<file path="src/rtl/prog_freq_serial_out.sv">
// Programmable-rate serialiser: shifts a latched word out one bit at a time, each bit
// held (div+1)*TICK_PER_BIT clocks, with selectable bit order and idle-line behaviour.
module prog_freq_serial_out #(
  parameter int unsigned DATA_BIT     = 32,
  parameter int unsigned TICK_PER_BIT = 16,
  parameter int unsigned DIV_BIT      = 16
) (
  input  logic                clk,
  input  logic                rst_n,
  input  logic                i_start,
  input  logic                i_stop,
  input  logic [DIV_BIT-1:0]  i_div,
  input  logic                i_msb_first,
  input  logic [1:0]          i_idle_mode,
  input  logic [DATA_BIT-1:0] i_data,
  output logic                o_busy,
  output logic                o_bit_tick,
  output logic                o_data,
  output logic                o_done_tick
);

  localparam int unsigned BIT_W  = (DATA_BIT > 1) ? $clog2(DATA_BIT) : 1;
  localparam int unsigned TICK_W = $clog2(TICK_PER_BIT + 1);
  localparam logic [BIT_W-1:0]  LAST_BIT  = BIT_W'(DATA_BIT - 1);
  localparam logic [TICK_W-1:0] LAST_TICK = TICK_W'(TICK_PER_BIT - 1);

  typedef enum logic {
    IDLE = 1'b0,
    RUN  = 1'b1
  } state_t;

  state_t              state;
  logic [DATA_BIT-1:0] word_q;
  logic [DIV_BIT-1:0]  div_q;
  logic                msb_q;
  logic [1:0]          mode_q;
  logic                stop_pend;
  logic [DIV_BIT-1:0]  div_cnt;
  logic [TICK_W-1:0]   tick_cnt;
  logic [BIT_W-1:0]    bit_cnt;

  logic                cur_last;
  logic                word_end;
  logic                stop_now;
  logic                go_run;
  logic                reload;
  logic                stay;
  logic                busy_n;
  logic                last_n;
  logic                idle_bit;
  logic [DIV_BIT-1:0]  div_ref_n;
  logic [DIV_BIT-1:0]  div_n;
  logic [TICK_W-1:0]   tick_n;
  logic [BIT_W-1:0]    bit_n;

  // Select the bit for serial position idx according to the bit order.
  function automatic logic pick_bit(input logic [DATA_BIT-1:0] word,
                                    input logic                msb,
                                    input logic [BIT_W-1:0]    idx);
    logic [BIT_W-1:0] pos;
    pos = msb ? (LAST_BIT - idx) : idx;
    return word[pos];
  endfunction

  // Counter advance and look-ahead of next cycle's tick flags, so the pulses can be registered.
  always_comb begin
    cur_last  = (div_cnt >= div_q) && (tick_cnt >= LAST_TICK);
    word_end  = cur_last && (bit_cnt >= LAST_BIT);
    stop_now  = stop_pend | i_stop;
    go_run    = (state == IDLE) && i_start && !i_stop;
    reload    = (state == RUN) && word_end && (mode_q == 2'b11) && !stop_now;
    stay      = (state == RUN) && !word_end;
    busy_n    = go_run | reload | stay;
    div_ref_n = go_run ? i_div : div_q;
    div_n     = '0;
    tick_n    = '0;
    bit_n     = '0;
    if (stay) begin
      if (cur_last) begin
        bit_n = bit_cnt + BIT_W'(1);
      end else begin
        bit_n = bit_cnt;
        if (div_cnt >= div_q) begin
          tick_n = tick_cnt + TICK_W'(1);
        end else begin
          tick_n = tick_cnt;
          div_n  = div_cnt + DIV_BIT'(1);
        end
      end
    end
    last_n = busy_n && (div_n >= div_ref_n) && (tick_n >= LAST_TICK);
    case (mode_q)
      2'b00:   idle_bit = 1'b0;
      2'b01:   idle_bit = 1'b1;
      2'b10:   idle_bit = o_data;
      default: idle_bit = 1'b0;
    endcase
  end

  always_ff @(posedge clk) begin
    if (!rst_n) begin
      state       <= IDLE;
      word_q      <= '0;
      div_q       <= '0;
      msb_q       <= 1'b0;
      mode_q      <= '0;
      stop_pend   <= 1'b0;
      div_cnt     <= '0;
      tick_cnt    <= '0;
      bit_cnt     <= '0;
      o_busy      <= 1'b0;
      o_bit_tick  <= 1'b0;
      o_done_tick <= 1'b0;
      o_data      <= 1'b0;
    end else begin
      div_cnt     <= div_n;
      tick_cnt    <= tick_n;
      bit_cnt     <= bit_n;
      o_busy      <= busy_n;
      o_bit_tick  <= last_n;
      o_done_tick <= last_n && (bit_n >= LAST_BIT);
      case (state)
        IDLE: begin
          stop_pend <= 1'b0;
          if (go_run) begin
            state  <= RUN;
            word_q <= i_data;
            div_q  <= i_div;
            msb_q  <= i_msb_first;
            mode_q <= i_idle_mode;
            o_data <= pick_bit(i_data, i_msb_first, '0);
          end
        end
        RUN: begin
          if (i_stop) stop_pend <= 1'b1;
          if (word_end) begin
            if (reload) begin
              o_data <= pick_bit(word_q, msb_q, '0);
            end else begin
              state     <= IDLE;
              stop_pend <= 1'b0;
              o_data    <= idle_bit;
            end
          end else if (cur_last) begin
            o_data <= pick_bit(word_q, msb_q, bit_n);
          end
        end
      endcase
    end
  end

endmodule

</file>
<file path="config.mk">
export PLATFORM = sky130hd
export DESIGN_NAME = prog_freq_serial_out
export DESIGN_NICKNAME = d
export VERILOG_FILES = /design/src/rtl/prog_freq_serial_out.sv
export SDC_FILE = /design/constraint.sdc
export NUM_CORES = 1
export LEC_CHECK = 0
export ABC_AREA = 1
export CORE_MARGIN = 4
export CORE_UTILIZATION = 30
export DETAILED_ROUTE_END_ITERATION = 7
export GPL_TIMING_DRIVEN = 0
export SYNTH_ARGS = -nofsm -noshare
export SYNTH_HDL_FRONTEND = slang
export SYNTH_SLANG_ARGS = --single-unit
</file>
<file path="constraint.sdc">
create_clock -name clk -period 4.06 [get_ports clk]
set_input_delay 1.218 -clock clk [delete_from_list [all_inputs] [get_ports clk]]
set_output_delay 1.218 -clock clk [all_outputs]
set_load 0.02 [all_outputs]
</file>
; ---- After elaboration in Yosys (flattened, before gate mapping)
; Cells that the tools add are included.
[totals]
register_bits = 83
latchBits = 0
ramBits = 0
rom_bits = 0
in_bits = 55
wordCells = 84
n_memories = 0
[op_classes]
n_addsub = 4
n_mul = 0
div = 0
n_lt_le_gt_ge = 9
eq_ne = 6
shifts = 0
mux = 32
n_bitwise = 4
n_reduce_logical = 16
[ops]
columns = cell, count
row1 = $mux W16, 4
row2 = $mux W5, 8
row3 = $ge A16 B16 Y1, 2
row4 = $lt A5 B6 Y1 const B, 3
row5 = $add A16 B1 Y16 const B, 1
row6 = $bmux W1 S5, 3
row7 = $mux W1, 13
row8 = $logic_and A1 B1 Y1, 11
row9 = $add A5 B1 Y5 const B, 2
row10 = $ge A5 B4 Y1 const B, 2
row11 = $ge A5 B5 Y1 const B, 2
row12 = $pmux W1 S2, 4
row13 = $sub A5 B5 Y5 const A, 1
row14 = $eq A2 B2 Y1 const B, 2
row15 = $ne A4 B4 Y1 const B, 1
row16 = $logic_not A1 Y1, 3
row17 = $ne A3 B1 Y1 const B, 1
row18 = $or A1 B1 Y1, 3
row19 = $reduce_and A3 Y1, 1
row20 = $eq A2 B1 Y1 const B, 1
row21 = $ne A2 B2 Y1 const B, 1
row22 = $reduce_and A2 Y1, 1
row23 = $not A1 Y1, 1

; ---- Longest topological paths before layout
[logic_depth]
ltp_word = 13
depth_mapped = 33
ltp_nobuf = 32

; ---- Worst setup path after synthesis
; No wires, ideal clock.
[synth_path]
path_kind = input to register
startpoint = in i_stop
endpoint = reg o_bit_tick
setup_time_ns = 0.128
arrival_time_ns = 3.271
required_ns = 3.932
setup_slack_ns = 0.662
cell_stages = 22
path_buffers = 2
path_cell_list = inv_1 > nand3_1 > clkbuf_1 > clkbuf_1 > nand2_1 > o21ai_0 > ha_1 > o21ai_0 > a21boi_0 > o21ai_0 > nand2_1 > nand2_1 > nand2_1 > nand2_1 > nand2_1 > nand2_1 > nand2_1 > a21oi_1 > o211a_1 > o21ai_0 > nand2_1 > nor2_1
[synth_between]
elab_chain_len = 7
elab_cells_between_ends = 11
[synth_rtl]
columns = item, line_no
row1 = "start, declared", 11  ; input logic i_stop,
row2 = "parallel branches: the longest is 5 deep, another holds $ge A16 B16 Y1", n/a
row3 = $logic_and A1 B1 Y1 * (2 in series), 91  ; last_n = busy_n && (div_n >= div_ref_n) && (tick_n >= LAST_TICK);
row4 = "end signal, assigned", 120  ; o_bit_tick <= last_n;
row5 = "end, declared", 17  ; output logic o_bit_tick,
; Mark *: on every way between the ends.
; A chain may end at the register's enable or synchronous reset.

; ---- Worst setup path in the final report
[layout_path]
startpoint = in i_stop
endpoint = reg o_bit_tick
[layout_between]
elab_cells_between_ends = 11
[layout_lines]
columns = item, line_no
row1 = $logic_not A1 Y1, 70  ; go_run = (state == IDLE) && i_start && !i_stop;
row2 = $logic_and A1 B1 Y1, 70
row3 = $mux W16, n/a
row4 = via div_ref_n[0], 51  ; logic [DIV_BIT-1:0] div_ref_n;
row5 = $ge A16 B16 Y1, 91
row6 = $logic_and A1 B1 Y1 (2 in series), 91
; The timed path passes the listed nets, and every way through them passes these cells.

==> run_summary.xml <==
<?xml version="1.0" encoding="UTF-8"?>
<metrics>
  <group name="run_status">
    <metric name="status" unit="">completed</metric>
  </group>
  <group name="sta">
    <metric name="fin_worst_skew" unit="ns">0.00864</metric>
    <metric name="timing.final.hold_violations" unit="">0</metric>
    <metric name="max_slew_margin" unit="">0.559</metric>
    <metric name="timing.final.crit_share" unit="">0.935</metric>
    <metric name="hold_slack" unit="ns">0.454</metric>
    <metric name="setup_viol" unit="">0</metric>
    <metric name="final_max_slew_viol_count" unit="">0</metric>
    <metric name="timing.fmax" unit="GHz">0.263</metric>
    <metric name="fin_setup_tns" unit="ns">0</metric>
    <metric name="grt_setup_unrepaired" unit="">no</metric>
    <metric name="period_needed" unit="ns">3.80</metric>
    <metric name="worstMarginPinSlew" unit="ns">0.662</metric>
  </group>
  <group name="global_routing">
    <metric name="antenna_found_initial" unit="">0</metric>
    <metric name="first_global_vias" unit="">4057</metric>
    <metric name="grt_overflow" unit="">0</metric>
    <metric name="wire_length_of_the_first_global_routing_pass" unit="um">19500</metric>
    <metric name="grt_start_max_net_pins" unit="">14</metric>
    <metric name="grt_util_all_layers" unit="">0.137</metric>
  </group>
  <group name="cts">
    <metric name="post_cts_hold_buffer_count" unit="">0</metric>
    <metric name="tritoncts.num_buffers" unit="">9</metric>
    <metric name="cts-root-to-sink-buffers" unit="">2</metric>
    <metric name="tritoncts_clock_tree" unit="">built</metric>
    <metric name="root_buffer" unit="">clkbuf_16</metric>
    <metric name="clock_sinks" unit="">83</metric>
    <metric name="clk_transition_reported_paths" unit="ns">0.06</metric>
    <metric name="ctsHtreeMaxLevel" unit="">3</metric>
    <metric name="clk-insertion-delay-late" unit="ns">0.35</metric>
  </group>
  <group name="worst_setup_path">
    <metric name="criticalPathCategory" unit="">in2reg</metric>
    <metric name="worstSetupPathDepth" unit="">23</metric>
    <metric name="cp-start-kind" unit="">primary input</metric>
    <metric name="peak_per_stage_delay_on_the_critical_path" unit="ns">0.50</metric>
    <metric name="required_time_of_the_critical_path" unit="ns">4.27</metric>
    <metric name="worstPathCellList" unit="">clkdlybuf4s50_1 &gt; inv_1 &gt; nand3_2 &gt; inv_2 &gt; or2_2 &gt; inv_1 &gt; a21oi_1 &gt; ha_1 &gt; o21ai_1 &gt; a21boi_2 &gt; o21ai_0 &gt; nand2_1 &gt; nand2_1 &gt; nand2_1 &gt; nand2_1 &gt; nand2_1 &gt; nand2_1 &gt; nand2_1 &gt; a21oi_1 &gt; o211a_1 &gt; o21ai_2 &gt; nand2_2 &gt; nor2_2</metric>
    <metric name="critical_path_arrival" unit="ns">4.01</metric>
    <metric name="crit_path_max_fanout" unit="">4</metric>
    <metric name="reg2reg_depth" unit="">27</metric>
    <metric name="timing.critical_path.mode_cell" unit="">nand2_1</metric>
    <metric name="cp_num_buf_inv" unit="">4</metric>
    <metric name="critical_path.top_delay_family" unit="">simple AND/OR/NAND/NOR gates</metric>
    <metric name="worst_setup_path_end_kind" unit="">flip-flop</metric>
    <metric name="timing.reg2reg.setup_slack" unit="ns">0.45</metric>
    <metric name="slowest_stage_cell_cp" unit="">clkdlybuf4s50_1</metric>
  </group>
  <group name="route">
    <metric name="avgRoutedWirePerCell" unit="um">12.8</metric>
    <metric name="met3_length" unit="um">384</metric>
    <metric name="routed-wl-met2" unit="um">5290</metric>
    <metric name="maxUsedRoutingLayer" unit="">met4</metric>
    <metric name="drcViolationCount" unit="">0</metric>
    <metric name="route.antenna.remaining_nets" unit="">0</metric>
    <metric name="initialDrtViolationCount" unit="">195</metric>
    <metric name="wirelength_met1" unit="um">5650</metric>
    <metric name="num_vias" unit="">4165</metric>
    <metric name="route.detailed.vias_per_inst" unit="">4.62</metric>
    <metric name="dr.pass1.iters" unit="">5</metric>
    <metric name="wl" unit="um">11600</metric>
  </group>
  <group name="final_layout">
    <metric name="syn_to_final_growth" unit="%">25.5</metric>
    <metric name="stdcell_area" unit="um^2">5810</metric>
    <metric name="ant_diodes" unit="">0</metric>
    <metric name="filler_cell_count" unit="">1598</metric>
    <metric name="post_route_cells_drive_above_1_share" unit="">0.0912</metric>
    <metric name="num-nets-final" unit="">800</metric>
    <metric name="final_cell_count_no_fill" unit="">901</metric>
  </group>
  <group name="synthesis">
    <metric name="synthFlopType" unit="">dfxtp_1</metric>
    <metric name="synthDistinctLibCells" unit="">47</metric>
    <metric name="synthesis.area_per_instance" unit="um^2">7.22</metric>
    <metric name="async_reset_ff_frac" unit="">0</metric>
    <metric name="synth.ff_latch_count" unit="">83</metric>
    <metric name="synth.net_count" unit="">732</metric>
    <metric name="yosys_warnings" unit="">0</metric>
    <metric name="synthesis.area" unit="um^2">4630</metric>
    <metric name="netlist_instances" unit="">641</metric>
    <metric name="leading_cell_type_by_number_of_instances_after_synthesis" unit="">nand2_1</metric>
    <metric name="yosysTopAreaCell" unit="">dfxtp_1</metric>
    <metric name="number_of_flops_mapped_to_enable_cells_by_yosys" unit="">0</metric>
    <metric name="synth.top_cell.area_share" unit="">0.359</metric>
    <metric name="synth_seq_area_share" unit="">0.359</metric>
    <metric name="post_synth_most_frequent_cells" unit="">nand2_1 (125), dfxtp_1 (83), inv_1 (83)</metric>
    <metric name="synthTopCellsByArea" unit="">dfxtp_1 (36%), nand2_1 (10%), ha_1 (9.7%)</metric>
  </group>
  <group name="power_and_ir_drop">
    <metric name="p_per_area" unit="nW/um^2">362</metric>
    <metric name="leakagePower" unit="uW">0.00245</metric>
    <metric name="vdd_ir_drop_max" unit="mV">0.215</metric>
  </group>
  <group name="placement">
    <metric name="dp.final_hpwl" unit="um">8930</metric>
    <metric name="postPlaceCellArea" unit="um^2">5440</metric>
    <metric name="port_buffers" unit="">58</metric>
    <metric name="dp_cells" unit="">887</metric>
    <metric name="gpl.final_weighted_congestion" unit="">0.811</metric>
  </group>
  <group name="floorplanning">
    <metric name="dieHeight" unit="um">132</metric>
    <metric name="dieWidth" unit="um">132</metric>
    <metric name="design.core.area" unit="um^2">15100</metric>
    <metric name="design.die.area" unit="um^2">17500</metric>
    <metric name="design.portCount" unit="">59</metric>
    <metric name="row_count" unit="">45</metric>
    <metric name="initial_standard_cell_utilization_of_the_core" unit="">0.306</metric>
  </group>
  <group name="min_path">
    <metric name="hold-path-cell-count" unit="">2</metric>
    <metric name="timing.hold.worst.class" unit="">reg2reg</metric>
  </group>
  <group name="job">
    <metric name="timing.max_cap.violations" unit="">0</metric>
  </group>
</metrics>
[state kept, by name (all words and copies together), names as in the netlist]
register	flops
div_cnt	16
bit_cnt	5
mode_q	2
o_busy	1
o_done_tick	1
o_data	1
div_q	16
o_bit_tick	1
tick_cnt	5
state	1
word_q	32
stop_pend	1
msb_q	1
[metal layers]
| metal | vias to the layer above | global-route usage |
|---|---|---|
| li1 | 2230 | - |
| met1 | 1870 | 0.178 |
| met2 | 53 | 0.222 |
| met3 | 12 | 0.0282 |
| met4 | 0 | 0.0589 |
| met5 | - | 0 |
[cell usage in the layout, fill, tap and decap left out, types with 2 or more instances in the layout]
| cell | n |
|---|---|
| clkbuf_8 | 2 |
| a211oi_1 | 2 |
| inv_1 | 81 |
| ha_1 | 36 |
| clkinv_1 | 2 |
| nand2_2 | 7 |
| xor2_1 | 12 |
| nand2_1 | 124 |
| clkdlybuf4s50_1 | 58 |
| nand3_2 | 4 |
| xnor2_1 | 4 |
| o21ai_1 | 5 |
| nor2_2 | 5 |
| clkbuf_1 | 16 |
| nand2_4 | 6 |
| clkbuf_16 | 9 |
| o21ai_2 | 2 |
| nand3_1 | 41 |
| dfxtp_1 | 83 |
| buf_4 | 2 |
| inv_2 | 5 |
| nor2_1 | 55 |
| o21ai_0 | 44 |
| or2_2 | 2 |
| nor4_1 | 5 |
| bufinv_16 | 2 |
| nand4_1 | 4 |
| a21oi_1 | 48 |
| nor3_1 | 19 |
| buf_6 | 3 |
[tightest hold or removal path, delay by kind of cell, from the launching register on]
family                 cells  cell delay (ns)
AO/OA/AOI/OAI              1             0.06
buffers and inverters      1             0.06
flip-flops                 1             0.29
[cell families (layout without fill, tap and decap cells)]
kind of cell | count (synthesis) | after routing | synth area share
compound gates | 114 | 114 | 0.138
buf+inv | 113 | 185 | 0.0952
xor+xnor | 16 | 16 | 0.0303
simple gates | 277 | 277 | 0.275
mux | 2 | 2 | 0.00460
fa+ha+maj | 36 | 36 | 0.0973
flops | 83 | 83 | 0.359
[power breakdown]
| group | switching [uW] | internal [uW] |
|---|---|---|
| Combinational | 196 | 140 |
| Sequential | 12.4 | 852 |
| Clock | 333 | 569 |
| Total | 541 | 1560 |
[area by class of cell]
class | instances | area, um^2 | share of cell area
multi-input combinational | 445 | 2550 | 0.439
sequential | 83 | 1660 | 0.286
timing repair buffer | 58 | 581 | 0.0999
inverter | 88 | 330 | 0.0569
clock buffer | 11 | 253 | 0.0435
tap | 188 | 235 | 0.0405
buffer | 24 | 126 | 0.0218
clock inverter | 4 | 73.8 | 0.0127
[timing repair]
item | 4_1_cts | 5_1_grt
endpoints found under the setup margin | 2 | 2
pin swaps | 0 | 2
cloned | 0 | 0
resized for setup | 10 | 17
setup buffers | 0 | 0
[final timing paths]
path / startpoint / endpoint
worst max-delay path: i_stop / o_bit_tick
worst min-delay path: word_q[6] / word_q[6]
worst max register to register: div_q[11] / o_bit_tick
worst min register to register: word_q[6] / word_q[6]
[stage by stage]
stage               worst slack, ns  power [uW]   util
CTS                          0.0515        2120  0.382
detailed placement           -0.991        1210  0.359
floorplan                     0.662        1090      -
global placement              -1.00        1210  0.359
finish                        0.263        2100  0.384
global route                 0.0318        2210  0.384
Power figures use the tool's default switching activity.
